===== config.mk =====
export PLATFORM = sky130hd
export DESIGN_NAME = polylut_argmax_out
export DESIGN_NICKNAME = d
export VERILOG_FILES = /design/src/rtl/polylut_out_pkg.sv /design/src/rtl/polylut_res_fifo.sv /design/src/rtl/polylut_argmax_out.sv
export SDC_FILE = /design/constraint.sdc
export NUM_CORES = 1
export LEC_CHECK = 0
export BUFFER_PORTS_ARGS = -buffer_cell sky130_fd_sc_hd__buf_2
export CAP_MARGIN = 10
export CORE_MARGIN = 2
export CORE_UTILIZATION = 50
export CTS_CLUSTER_SIZE = 14
export DETAILED_ROUTE_END_ITERATION = 7
export MAX_ROUTING_LAYER = met4
export PLACE_DENSITY = 0.73
export SYNTH_ARGS = -nofsm -noshare
export SYNTH_HDL_FRONTEND = slang
export SYNTH_SLANG_ARGS = --single-unit

===== constraint.sdc =====
create_clock -name clk -period 2.8 [get_ports clk]
set_input_delay 0.14 -clock clk [delete_from_list [all_inputs] [get_ports clk]]
set_output_delay 0.14 -clock clk [all_outputs]
set_load 0.01 [all_outputs]

===== src/rtl/polylut_out_pkg.sv =====
// Shared types and score comparison helpers for the polylut output stage.
// Results carry a class index plus the winning score.
package polylut_out_pkg;

   localparam int NUM_CLASSES = 5;
   localparam int SCORE_W     = 5;
   localparam int CLASS_W     = 3;

   typedef logic [SCORE_W-1:0] score_t;
   typedef logic [CLASS_W-1:0] class_t;

   typedef struct packed {
      class_t cls;
      score_t score;
   } result_t;

   function automatic logic score_gt(input score_t a, input score_t b, input logic signed_mode);
      logic gt_s;
      if (signed_mode) begin
         gt_s = ($signed(a) > $signed(b));
      end else begin
         gt_s = (a > b);
      end
      return gt_s;
   endfunction

   // The higher-index candidate wins only when strictly greater, so ties keep the lower index.
   function automatic result_t pick_max(input result_t lo, input result_t hi, input logic signed_mode);
      result_t win_s;
      if (score_gt(hi.score, lo.score, signed_mode)) begin
         win_s = hi;
      end else begin
         win_s = lo;
      end
      return win_s;
   endfunction

endpackage


===== src/rtl/polylut_res_fifo.sv =====
// First-word-fall-through result FIFO; head is visible whenever empty is low.
// Pointers carry an extra MSB to tell full from empty.
module polylut_res_fifo
   import polylut_out_pkg::*;
#(
   parameter int DEPTH = 4
) (
   input  logic    clk,
   input  logic    rst,
   input  logic    push,
   input  result_t wdata,
   output logic    full,
   input  logic    pop,
   output logic    empty,
   output result_t rdata
);

   localparam int AW = $clog2(DEPTH);
   localparam logic [AW:0] PTR_ONE = {{AW{1'b0}}, 1'b1};

   logic [AW:0] wr_ptr_r;
   logic [AW:0] rd_ptr_r;
   result_t     mem_r [DEPTH];
   logic        pop_s;
   logic        push_s;

   assign empty  = (wr_ptr_r == rd_ptr_r);
   assign full   = (wr_ptr_r[AW] != rd_ptr_r[AW]) && (wr_ptr_r[AW-1:0] == rd_ptr_r[AW-1:0]);
   assign pop_s  = pop && !empty;
   assign push_s = push && (!full || pop_s);
   assign rdata  = mem_r[rd_ptr_r[AW-1:0]];

   // Storage and pointer update; a push into a full FIFO is legal only alongside a pop.
   always_ff @(posedge clk or negedge rst) begin
      if (!rst) begin
         wr_ptr_r <= '0;
         rd_ptr_r <= '0;
         for (int i = 0; i < DEPTH; i++) begin
            mem_r[i] <= '0;
         end
      end else begin
         if (push_s) begin
            mem_r[wr_ptr_r[AW-1:0]] <= wdata;
            wr_ptr_r                <= wr_ptr_r + PTR_ONE;
         end
         if (pop_s) begin
            rd_ptr_r <= rd_ptr_r + PTR_ONE;
         end
      end
   end

endmodule


===== src/rtl/polylut_argmax_out.sv =====
// Output stage behind the polylut network: re-times the sample strobe, picks the
// winning class with a two-stage registered argmax and buffers results; losses are counted.
module polylut_argmax_out
   import polylut_out_pkg::*;
#(
   parameter int PIPE_LAT     = 5,
   parameter int SCORE_SIGNED = 1,
   parameter int FIFO_DEPTH   = 4,
   parameter int DROP_W       = 16
) (
   input  logic                           clk,
   input  logic                           rst,
   input  logic                           in_valid,
   input  logic [NUM_CLASSES*SCORE_W-1:0] score_in,
   output logic                           out_valid,
   input  logic                           out_ready,
   output logic [CLASS_W-1:0]             out_class,
   output logic [SCORE_W-1:0]             out_score,
   output logic                           overflow,
   output logic [DROP_W-1:0]              drop_cnt
);

   localparam logic              SIGNED_MODE = (SCORE_SIGNED != 0);
   localparam logic [DROP_W-1:0] DROP_ONE    = {{(DROP_W-1){1'b0}}, 1'b1};
   localparam logic [DROP_W-1:0] DROP_MAX    = {DROP_W{1'b1}};

   logic [PIPE_LAT-1:0] vld_r;
   result_t             cls_s [NUM_CLASSES];
   logic                a_vld_r;
   result_t             a01_r, a23_r, a4_r;
   result_t             ab_s, b_win_s;
   logic                b_vld_r;
   result_t             b_res_r;
   logic                fifo_full_s, fifo_empty_s;
   result_t             head_s;
   logic                pop_s, drop_s;
   logic                overflow_r;
   logic [DROP_W-1:0]   drop_cnt_r;

   // Unpack the score bus into indexed candidates.
   always_comb begin
      for (int k = 0; k < NUM_CLASSES; k++) begin
         cls_s[k].cls   = class_t'(k);
         cls_s[k].score = score_in[k*SCORE_W +: SCORE_W];
      end
   end

   // Valid delay line matching the network depth; the last tap lines up with score_in.
   always_ff @(posedge clk or negedge rst) begin
      if (!rst) begin
         vld_r <= '0;
      end else begin
         vld_r <= {vld_r[PIPE_LAT-2:0], in_valid};
      end
   end

   assign ab_s    = pick_max(a01_r, a23_r, SIGNED_MODE);
   assign b_win_s = pick_max(ab_s, a4_r, SIGNED_MODE);

   // Argmax stages A and B, valid travelling alongside the data.
   always_ff @(posedge clk or negedge rst) begin
      if (!rst) begin
         a_vld_r <= 1'b0;
         a01_r   <= '0;
         a23_r   <= '0;
         a4_r    <= '0;
         b_vld_r <= 1'b0;
         b_res_r <= '0;
      end else begin
         a_vld_r <= vld_r[PIPE_LAT-1];
         a01_r   <= pick_max(cls_s[0], cls_s[1], SIGNED_MODE);
         a23_r   <= pick_max(cls_s[2], cls_s[3], SIGNED_MODE);
         a4_r    <= cls_s[4];
         b_vld_r <= a_vld_r;
         b_res_r <= b_win_s;
      end
   end

   polylut_res_fifo #(
      .DEPTH (FIFO_DEPTH)
   ) u_fifo (
      .clk   (clk),
      .rst   (rst),
      .push  (b_vld_r),
      .wdata (b_res_r),
      .full  (fifo_full_s),
      .pop   (pop_s),
      .empty (fifo_empty_s),
      .rdata (head_s)
   );

   assign out_valid = !fifo_empty_s;
   assign pop_s     = out_valid && out_ready;
   assign drop_s    = b_vld_r && fifo_full_s && !pop_s;
   assign out_class = head_s.cls;
   assign out_score = head_s.score;

   // Loss reporting: the network cannot stall, so a result arriving at a full FIFO is dropped.
   always_ff @(posedge clk or negedge rst) begin
      if (!rst) begin
         overflow_r <= 1'b0;
         drop_cnt_r <= '0;
      end else if (drop_s) begin
         overflow_r <= 1'b1;
         if (drop_cnt_r != DROP_MAX) begin
            drop_cnt_r <= drop_cnt_r + DROP_ONE;
         end
      end
   end

   assign overflow = overflow_r;
   assign drop_cnt = drop_cnt_r;

endmodule


---- Word level (Yosys, flattened, before mapping) ----
Index checks and enable logic that the tools add are counted.
word-level totals
  input bits .............................. 29
  bits in registers ....................... 89
  logic and storage cells ................. 61
  output and inout port bits .............. 26
cells by class
  add/sub/neg operators ................... 3
  $lt $le $gt $ge ......................... 7
  mux-type cells .......................... 10
  equality and inequality tests ........... 4
  bitwise operators ....................... 2
  reductions and logical operators ........ 12
operator list
  kind                                                                           count
  32-bit bitwise mux                                                             1
  8-bit 2-to-1 mux                                                               4
  5-bit > comparator                                                             4
  16-bit by 1-bit adder with 16-bit output (second input constant)               1
  8-bit binary-select mux with 2-bit select                                      1
  8-bit demux with 2-bit select                                                  1
  16-bit inequality test (second input constant)                                 1
  6-bit 2-to-1 mux                                                               2
  1-bit logical AND                                                              7
  7-bit 2-to-1 mux                                                               1
  3-bit by 1-bit adder with 3-bit output (second input constant)                 2
  3-bit >= comparator (second input constant)                                    2
  2-bit inverter with 3-bit output                                               2
  3-bit == test                                                                  1
  1-bit logical NOT                                                              3
  3-bit by 1-bit less-than comparator with 1-bit output (second input constant)  1
  2-bit == test                                                                  1
  2-bit AND reduction                                                            1
  1-bit logical OR                                                               1
  1-bit inequality test                                                          1

---- Logic depth before layout (Yosys ltp) ----
Gate-level depths: netlist (run 1).
  depth in word-level cells ............... 6
  gate-level depth with buffers ........... 12
  depth with buffers taken out ............ 12

---- Cells and area by module ----
Synthesis (run 1) repeated with hierarchy kept, for this count alone.
second synthesis, totals
  cell total of the unflattened synthesis .. 372
  area, all modules ....................... 4626.9 µm²
by module, submodules not included
  module              times used  area an instance (µm²)  sequential area each (µm²)  cells an instance
  polylut_argmax_out  1           2751.4                  1251.2                      261
  polylut_res_fifo    1           1875.5                  950.9                       111

---- Worst setup path before layout (run 1) ----
No wires, ideal clock.
  path type ............................... register to register
  start point ............................. reg a01_r[2] (netlist name)
  end point ............................... reg b_res_r[0] (netlist name)
  data arrival time ....................... 2.848 ns
  path slack .............................. -0.173 ns
  stages on the path, launching flop included .. 13
  cell sequence ........................... dfrtp_1 inv_1 ha_1 o211ai_1 a21oi_1 o211ai_2 mux2_2 ha_1 inv_1 a21o_1 a31oi_1 o22ai_1 mux2_2
RTL lines
  what                    line                      text
  start, declared         polylut_argmax_out.sv:30  result_t a01_r, a23_r, a4_r;
  start signal, assigned  polylut_argmax_out.sv:71  a01_r <= pick_max(cls_s[0], cls_s[1], SIGNED_MODE);
  end signal, assigned    polylut_argmax_out.sv:75  b_res_r <= b_win_s;
  end, declared           polylut_argmax_out.sv:33  result_t b_res_r;

==> out/metrics.yaml, run 1 <==
run_status: "finished with violations"
violations: "negative hold slack"
syn_inst: 364
grt_start_max_net_pins: 89
place.port_buffers: 54
total_leakage_power_nw: 2.47
slowest_delay_ns: 0.41
dpl.hpwl_um: 5850
cts.sinks: 88
path_cells: "ha_4 > o211ai_1 > a21oi_2 > o211ai_2 > buf_4 > mux2i_2 > ha_1 > a211o_1 > a31oi_1 > o22ai_2 > buf_4 > and2_1"
syn-cell-area_sq_mm: 0.00451
fp.coreArea_sq_mm: 0.00872
route.antenna.remaining_nets: 0
grt_pass1_wl_um: 14000
grt_util_all_layers_pct: 18.4
layout-area-overhead-vs-synth_pct: 14.9
dr.first_iter.drc_count: 94
avgSynthCellArea_sq_um: 12.4
place_ws_ns: -0.0138
layout_setup_ws_ns: 0.00176
layout_worst_path_cycle_share_pct: 99.9
worstSkewPairLatency_ns: 0.35
netlist-cell-type-count: 52
synth.net_count: 419
synth.yosys.seq_area_share_pct: 48.9
timing.final.crit_period_ns: 2.80
critPathLaunch: "a23_r[2]$_DFF_PN0_"
maxCapViolCount: 0
critical_path.slowest_cell: "dfrtp_1"
routed_wl_um: 8220
cp_data_arrival_time_ns: 3.03
fillerInstances: 735
worstSetupEndpointType: "flop"
setup_repair_after_global_routing_missed_its_margin: "true"
cts_tree: "done"
synth_warnings: 0
power.density_cell_area_mw_per_mm2: 868
final_hold_viol_count: 36
yosys_most_used_dff: "dfrtp_1"
layout_commonest_cell: "dfrtp_1"
total_power_mw: 4.49
share_of_post_route_cells_with_drive_strength_above_1_pct: 30.0
ir_worst_vdd_uv: 296
timing.critical_path.depth: 12
ff_latch_area_sq_mm: 0.00220
vias_in_the_first_global_route: 2955
dieHeight_um: 98.9
synth-async-reset-ratio_pct: 100
via_per_inst: 5.58
timing.fmax_ghz: 0.357
hold_worst_slack_ns: -0.0178
post-route-drc-count: 0
layout.cells.most_common_list: "dfrtp_1 (88), buf_2 (53), inv_1 (26), nand2_1 (26), ha_1 (25)"
slew_violations: 0
dr.max_layer_used: "met4"
reg2reg_depth: 12
yosys_register_bits: 88
finish.net_count: 488
hp-class: "primary input to async pin"
routed_metal_1_wirelength_um: 3800
die-width_um: 98.9
cts.reportedPaths.clkPinSlew_ns: 0.08
ctsHtreeMaxLevel: 3
routed_wire_length_per_instance_um: 15.1
cts_buffer_depth: 2
start_util_pct: 51.7
cts_root_buffer: "clkbuf_8"
r2r_setup_slack_ns: 0.002
clock-skew-final_ns: 0.0113
die_area_sq_mm: 0.00979
layout.cell_area.non_filler_sq_mm: 0.00518
crit_path_start_kind: "flop"
tritoncts.num_buffers: 9
cpLargestDelayFamily: "compound AO/OA/AOI/OAI gates"
first_pass_iters: 4
placement.cell_area_sq_mm: 0.00491
grt_antenna_before_repair: 0
synth-edff-count: 0
path_max_fanout: 4
tightestPinTransition_ns: 1.06
critPathKind: "flop to flop"
final-setup-viol-count: 0
crit_buf_inv: 2
multi_input_area_sq_mm: 0.00218
wl_met3_um: 242
routabilityCongestion: 0.837
critical_path_required_ns: 3.03
antenna-diode-count: 0
crit_end: "b_res_r[7]$_DFF_PN0_"
rows: 34
via_count: 3033
critical_path.reg2reg.startpoint: "a23_r[2]$_DFF_PN0_"
worst_rel_slew_slack_pct: 29.5
crit_top_cell: "buf_4"
detailroute.wirelength.met2_um: 4070
critical_register_to_register_path_endpoint: "b_res_r[7]$_DFF_PN0_"
pin_count: 55
grt.overflow.total: 0
worst min-delay path by stage:
| stage | startpoint | end | slack [ns] |
|---|---|---|---|
| 6_report | rst | u_fifo.mem_r[14]$_DFFE_PN0P_ | -0.02 |
| 5_1_grt | rst | u_fifo.mem_r[15]$_DFFE_PN0P_ | 0.07 |
| 3_3_place_gp | score_in[20] | a4_r[0]$_DFF_PN0_ | 0.25 |
| 3_5_place_dp | score_in[24] | a4_r[4]$_DFF_PN0_ | 0.25 |
| 2_1_floorplan | rst | a01_r[0]$_DFF_PN0_ | -0.16 |
| 4_1_cts | rst | b_res_r[1]$_DFF_PN0_ | 0.02 |
worst register-to-register path, stage by stage (launching register included):
cell and delay [ns]:
dfrtp_1 0.41, ha_4 0.25, o211ai_1 0.24, a21oi_2 0.07, o211ai_2 0.21, buf_4 0.15
mux2i_2 0.22, ha_1 0.27, a211o_1 0.27, a31oi_1 0.19, o22ai_2 0.11, buf_4 0.16
and2_1 0.14
kinds of logic after synthesis:
family	Yosys count	share of synthesized area, %
multiplexers	53	15.3
AND/OR/NAND/NOR	97	12.5
other	1	0.0832
AO/OA/AOI/OAI	40	7.80
XOR/XNOR	21	4.66
buffers and inverters	38	3.58
adder cells (fa/ha/maj)	26	7.22
flip-flops	88	48.9
what timing repair did:
| item | CTS | global route |
|---|---|---|
| pin swaps | 1 | 5 |
| hold endpoints to repair | 6 | 0 |
| buffers inserted | 2 | 1 |
| setup endpoints to repair | 6 | 8 |
| hold buffers | 6 | 0 |
| resized for setup | 0 | 7 |
cell usage after synthesis, drive strengths merged (3+ instances only):
master / count / share of area [%]
ha: 26 / 7.2
nand2: 30 / 3.2
mux2: 36 / 9.0
nor3: 5 / 1.0
a311o: 10 / 2.2
or2: 7 / 1.0
xnor2: 11 / 2.1
nand3: 18 / 2.1
nor2: 11 / 0.92
clkbuf: 6 / 0.50
nand4: 5 / 0.69
xor2: 10 / 2.5
nor4: 10 / 1.9
o21ai: 4 / 0.44
buf: 5 / 0.83
dfrtp: 88 / 49
nand2b: 3 / 0.42
mux2i: 9 / 2.0
inv: 27 / 2.2
mux4: 8 / 4.3
o21a: 4 / 0.67
o311ai: 8 / 1.6
where the power goes:
group | switching [mW] | internal, mW | total [mW]
clock network | 0.416 | 0.314 | 0.729
logic | 0.831 | 0.971 | 1.80
registers | 0.299 | 1.66 | 1.96
metal layers:
layer,up-vias,track usage (%)
met2,64,28.8
met4,0,6.85
met5,-,-
met3,9,2.70
met1,1508,24.4
li1,1452,-
area by class of cell:
type	instances	share of cell area [%]
Sequential cell	88	42.5
Multi-Input combinational cell	238	42.1
Timing Repair Buffer	69	7.81
Tap cell	108	2.61
Clock buffer	11	2.54
Inverter	27	1.96
Clock inverter	3	0.411
registers in the layout, summed over array words and instances (netlist names):
register	cells
u_fifo.rd_ptr_r	3
overflow	1
a23_r	6
a4_r	6
a01_r	6
drop_cnt	16
b_res_r	8
u_fifo.wr_ptr_r	3
u_fifo.mem_r	32
a_vld_r	1
b_vld_r	1
vld_r	5
metrics by stage:
stage	util [%]	hold WS, ns	instances	TNS, ns
2_1_floorplan	-	-0.156	364	0
3_3_place_gp	56.3	0.250	521	0
3_5_place_dp	56.3	0.254	521	-0.0278
4_1_cts	58.9	0.0224	543	0
5_1_grt	59.4	0.0657	544	-0.805
6_report	59.4	-0.0178	544	0
No activity file was read; power rests on OpenSTA's default activity.
==> inputs of run 2 (changes only) <==
--- a/config.mk
+++ b/config.mk
@@ -11,3 +11,2 @@
 export CORE_UTILIZATION = 50
-export CTS_CLUSTER_SIZE = 14
 export DETAILED_ROUTE_END_ITERATION = 7
==> constraint.sdc (replaced) <==
create_clock -name clk -period 2.8 [get_ports clk]
set_input_delay 0.42 -clock clk [delete_from_list [all_inputs] [get_ports clk]]
set_output_delay 0.42 -clock clk [all_outputs]
set_load 0.01 [all_outputs]
==> run 2 against run 1 <==
Effect of this change: the flow now finishes without violations; cell count increased by 0.18%; via count is 0.46% higher; global-route usage is 0.25 points higher; clock skew grew 0.00092 ns; sequential share of layout area down 0.71 points; hold slack better by 0.12 ns; sequential power is essentially flat; clock-buffer cell count did not move; largest cell class is now multi-input gates; highest routed layer unchanged.
==> out/metrics.yaml, run 2 (synthesized netlist as in run 1, its figures left out) <==
run_status: "finished clean"
gr-usage-met2_pct: 29.8
worstSetupEndpointType: "flop"
grt_antenna_before_repair: 0
gr-max-usage-layer: "met2"
total_leakage_power_nw: 2.50
place_ws_ns: -0.0193
pin_count: 55
share_of_post_route_cells_with_drive_strength_above_1_pct: 33.4
cellInternalPower_mw: 3.15
vias_in_the_first_global_route: 3025
ir_worst_vdd_uv: 368
final-setup-viol-count: 0
routed_wire_length_per_instance_um: 15.4
layout_setup_ws_ns: 0.0386
net-switching-power_mw: 1.63
hp-class: "primary input to async pin"
crit_end: "b_res_r[0]$_DFF_PN0_"
antenna-diode-count: 0
cts_buffer_depth: 2
sequentialPowerShare_pct: 41.1
ctsHtreeMaxLevel: 3
die-width_um: 98.9
setup_repair_after_global_routing_missed_its_margin: "true"
critical_path.reg2reg.startpoint: "a01_r[2]$_DFF_PN0_"
post-route-drc-count: 0
path_max_fanout: 4
grt.overflow.total: 0
dr.first_iter.drc_count: 97
maxCapViolCount: 0
r2r_setup_slack_ns: 0.04
critical_register_to_register_path_endpoint: "b_res_r[0]$_DFF_PN0_"
route.antenna.remaining_nets: 0
worst_rel_slew_slack_pct: 51.9
grt_util_all_layers_pct: 18.6
worstSkewPairLatency_ns: 0.36
finish.net_count: 487
cts.sinks: 88
reg2reg_depth: 12
cts_root_buffer: "clkbuf_8"
postCtsHoldBufs: 0
grt_pass1_wl_um: 14100
critPathKind: "flop to flop"
tightestPinTransition_ns: 0.718
via_per_inst: 5.59
gr-usage-met1_pct: 23.9
place.port_buffers: 54
layout_worst_path_cycle_share_pct: 98.6
dpl.hpwl_um: 6090
slew_violations: 0
power.density_cell_area_mw_per_mm2: 907
clock-skew-final_ns: 0.0122
layout.cells.most_common_list: "dfrtp_1 (88), buf_2 (53), inv_1 (26), nand2_1 (26)"
layout-area-overhead-vs-synth_pct: 16.8
cp_data_arrival_time_ns: 3.01
routed_wl_um: 8410
rows: 34
placement.cell_area_sq_mm: 0.00492
combinationalPowerShare_pct: 39.6
start_util_pct: 51.7
power.clock.fraction_pct: 19.3
layout_commonest_cell: "dfrtp_1"
critical_path_required_ns: 3.04
dieHeight_um: 98.9
timing.fmax_ghz: 0.362
die_area_sq_mm: 0.00979
cts_tree: "done"
final_hold_viol_count: 0
layout.cell_area.non_filler_sq_mm: 0.00527
grt_start_max_net_pins: 57
fp.coreArea_sq_mm: 0.00872
routabilityCongestion: 0.837
largest_register: "u_fifo.mem_r"
largest_reg_flops: 32
critPathLaunch: "a01_r[2]$_DFF_PN0_"
crit_path_start_kind: "flop"
cts.reportedPaths.clkPinSlew_ns: 0.09
first_pass_iters: 4
timing.final.crit_period_ns: 2.76
tritoncts.num_buffers: 9
grt.met3_usage_pct: 3.83
via_count: 3047
swShare_pct: 34.1
[run 2: timing repair]
item                                    CTS  global route
setup buffers                             1             5
gates resized for setup                   0            14
pin swaps                                 1             5
endpoints found under the setup margin    7             8
[run 2: critical path, cell delays in order, from the launching register on]
cell and delay [ns]:
dfrtp_1 0.39, inv_2 0.07, ha_4 0.20, o211ai_1 0.19, a21oi_2 0.07, o211ai_2 0.30, buf_4 0.19, mux2i_2 0.24
ha_1 0.28, nand4_1 0.10, nand2_1 0.09, o22ai_4 0.18, mux2_2 0.36
[run 2: per-stage QoR]
step	util (%)	setup TNS (ns)	instances	total power [mW]	hold WS, ns
after floorplan	-	0	364	3.21	0.124
after global placement	56.4	0	523	3.63	0.332
after detailed placement	56.4	-0.0646	523	3.74	0.336
after CTS	59.0	0	540	4.67	0.121
after global routing	60.4	-0.759	545	5.10	0.137
final	60.4	0	545	4.78	0.103
[run 2: cell type report]
type | count | area, sq um
Inverter | 27 | 101
Fill cell | 697 | 3460
Clock buffer | 11 | 151
Multi-Input combinational cell | 238 | 2230
Sequential cell | 88 | 2200
Clock inverter | 5 | 62.6
Timing Repair Buffer | 68 | 382
Tap cell | 108 | 135
[run 2: routing by layer]
layer	share of wire (%)	routed length, um	vias up
met5	0	0	-
met3	3.7	309	8
met4	0.90	76	0
li1	-	-	1457
met2	51	4300	60
met1	44	3730	1522
[run 2: worst min-delay path by stage]
| stage | to |
|---|---|
| finish | u_fifo.mem_r[7]$_DFFE_PN0P_ |
| global route | u_fifo.mem_r[7]$_DFFE_PN0P_ |
| CTS | u_fifo.mem_r[7]$_DFFE_PN0P_ |
| detailed placement | vld_r[4]$_DFF_PN0_ |
| global placement | vld_r[3]$_DFF_PN0_ |
| floorplan | a01_r[0]$_DFF_PN0_ |
[run 2: power groups by stage]
| stage | registers [mW] | logic, mW | clock network [mW] |
|---|---|---|---|
| after floorplan | 1.87 | 1.35 | 0 |
| after global placement | 1.96 | 1.67 | 0 |
| after detailed placement | 1.99 | 1.75 | 0 |
| after CTS | 1.96 | 1.77 | 0.942 |
| after global routing | 2.02 | 2.09 | 0.995 |
| final | 1.96 | 1.89 | 0.923 |
==> inputs of run 3 (changes only) <==
PLACE_DENSITY = 0.7   (was 0.73)
clock period = 2.6 ns   (was 2.8 ns; I/O delays follow)
==> run 3 against run 2 <==
Effect of this change: the flow now finishes with violations (negative setup slack); critical path depth grew 1; design area grew 0.86%; power grew 8.3%; sequential power grew 6%; first-iteration DRC count shrank 33%; core utilization grew 0.52 points; wire length shrank 3.4%; clock-buffer cell count is the same; via count grew 0.16%; critical path type unchanged; critical endpoint is now b_res_r[4]$_DFF_PN0_; largest cell class unchanged; largest power group is now combinational logic.
==> out/metrics.yaml, run 3 (synthesized netlist as in run 1, its figures left out) <==
critPathLaunch: "a01_r[2]$_DFF_PN0_"
slowest_delay_ns: 0.35
grt.overflow.total: 0
start_util_pct: 51.7
cts.reportedPaths.clkPinSlew_ns: 0.09
largest_reg_flops: 32
place.port_buffers: 54
critical_path.slowest_cell: "dfrtp_1"
worst_rel_slew_slack_pct: 51.0
setup_repair_after_global_routing_missed_its_margin: "true"
tns_ns: -1.13
dpl.hpwl_um: 5820
pin_count: 55
post-route-drc-count: 0
cts.sinks: 88
layout_setup_ws_ns: -0.189
tritoncts.num_buffers: 9
antenna-diode-count: 0
die-width_um: 98.9
critical_path_required_ns: 2.83
total_leakage_power_nw: 2.54
vias_in_the_first_global_route: 3025
power.density_cell_area_mw_per_mm2: 974
die_area_sq_mm: 0.00979
crit_top_cell: "buf_4"
fillerInstances: 679
ir_worst_vdd_uv: 329
hp-class: "primary input to flop"
grt_pass1_wl_um: 14000
fp.coreArea_sq_mm: 0.00872
path_max_fanout: 5
routed_wire_length_per_instance_um: 14.7
finish.net_count: 494
clock-skew-final_ns: 0.0122
dr.first_iter.drc_count: 65
slew_violations: 0
grt_start_max_net_pins: 56
final_hold_viol_count: 0
timing.hold.worst.start: "in_valid"
final-setup-viol-count: 8
cts_buffer_depth: 2
share_of_post_route_cells_with_drive_strength_above_1_pct: 33.1
ctsHtreeMaxLevel: 3
cts_tree: "done"
dieHeight_um: 98.9
violations: "negative setup slack"
cp_data_arrival_time_ns: 3.02
via_count: 3052
routabilityCongestion: 0.795
grt_antenna_before_repair: 0
layout_worst_path_cycle_share_pct: 107
layout.cells.most_common_list: "dfrtp_1 (88), buf_2 (53), inv_1 (27), nand2_1 (26), ha_1 (25)"
tightestPinTransition_ns: 0.733
grt_util_all_layers_pct: 18.4
run_status: "finished with violations"
largest_register: "u_fifo.mem_r"
layout-area-overhead-vs-synth_pct: 17.8
first_pass_iters: 4
worstSetupEndpointType: "flop"
critPathKind: "flop to flop"
route.antenna.remaining_nets: 0
layout_commonest_cell: "dfrtp_1"
crit_path_start_kind: "flop"
critical_path.reg2reg.startpoint: "a01_r[2]$_DFF_PN0_"
crit_buf_inv: 3
maxCapViolCount: 0
cts_root_buffer: "clkbuf_8"
path_cells: "inv_1 > ha_1 > o211ai_1 > a21oi_2 > o211ai_2 > buf_4 > mux2i_4 > ha_4 > a211o_1 > a31oi_4 > o22ai_4 > buf_4 > mux2i_1"
cpLargestDelayFamily: "compound AO/OA/AOI/OAI gates"
via_per_inst: 5.53
timing.final.crit_period_ns: 2.79
rows: 34
timing.fmax_ghz: 0.359
routed_wl_um: 8130
total_power_mw: 5.17
worstSkewPairLatency_ns: 0.36
-- run 3: worst paths after layout --
check	endpoint	slack, ns	cells after the start
setup / recovery	b_res_r[4]$_DFF_PN0_	-0.19	13
hold / removal	vld_r[0]$_DFF_PN0_	0.13	1
setup reg to reg	b_res_r[4]$_DFF_PN0_	-0.19	13
hold reg to reg	a_vld_r$_DFF_PN0_	0.35	0
max in group asynchronous	a4_r[2]$_DFF_PN0_	1.46	3
min in group asynchronous	u_fifo.mem_r[22]$_DFFE_PN0P_	0.51	2
-- run 3: area by class of cell --
type | count | area [sq um] | share of cell area [%]
Clock buffer | 11 | 151 | 2.85
Sequential cell | 88 | 2200 | 41.5
Timing Repair Buffer | 75 | 449 | 8.46
Clock inverter | 5 | 62.6 | 1.18
Inverter | 27 | 101 | 1.91
Tap cell | 108 | 135 | 2.54
Multi-Input combinational cell | 238 | 2210 | 41.6
-- run 3: worst reg2reg max path, stage by stage, from the launching register on --
cell	delay, ns
dfrtp_1	0.35
inv_1	0.05
ha_1	0.29
o211ai_1	0.21
a21oi_2	0.06
o211ai_2	0.18
buf_4	0.16
mux2i_4	0.28
ha_4	0.24
a211o_1	0.28
a31oi_4	0.18
o22ai_4	0.11
buf_4	0.16
mux2i_1	0.11
-- run 3: where the power goes --
| part | total, mW | leakage [nW] | internal [mW] | switching, mW |
|---|---|---|---|---|
| Clock | 0.990 | 0.108 | 0.505 | 0.485 |
| Combinational | 2.10 | 1.35 | 1.14 | 0.963 |
| Sequential | 2.08 | 1.08 | 1.79 | 0.290 |
-- run 3: metrics by stage --
step                      instances  cell area, sq um  worst slack, ns  util (%)  hold WS (ns)
after global routing            552              5310           -0.339      60.9         0.114
after CTS                       550              5260           -0.162      60.3         0.120
final                           552              5310           -0.189      60.9         0.130
after floorplan                 364              4530           -0.108         -        0.0944
after global placement          528              4980           -0.154      57.2         0.331
after detailed placement        528              4980           -0.235      57.2         0.337
-- run 3: metal layers --
metal | track usage [%] | vias up | wire length, um
li1 | - | 1474 | -
met1 | 23.0 | 1528 | 3670
met2 | 29.9 | 44 | 4040
met3 | 4.89 | 6 | 344
met4 | 4.43 | 0 | 74
met5 | - | - | 0
-- run 3: repair_timing --
action / 4_1_cts / 5_1_grt
hold endpoints to repair: 33 / 0
hold buffers: 1 / 0
resized for setup: 3 / 5
endpoints found under the setup margin: 8 / 8
buffers inserted: 5 / 2
pin swaps: 3 / 3
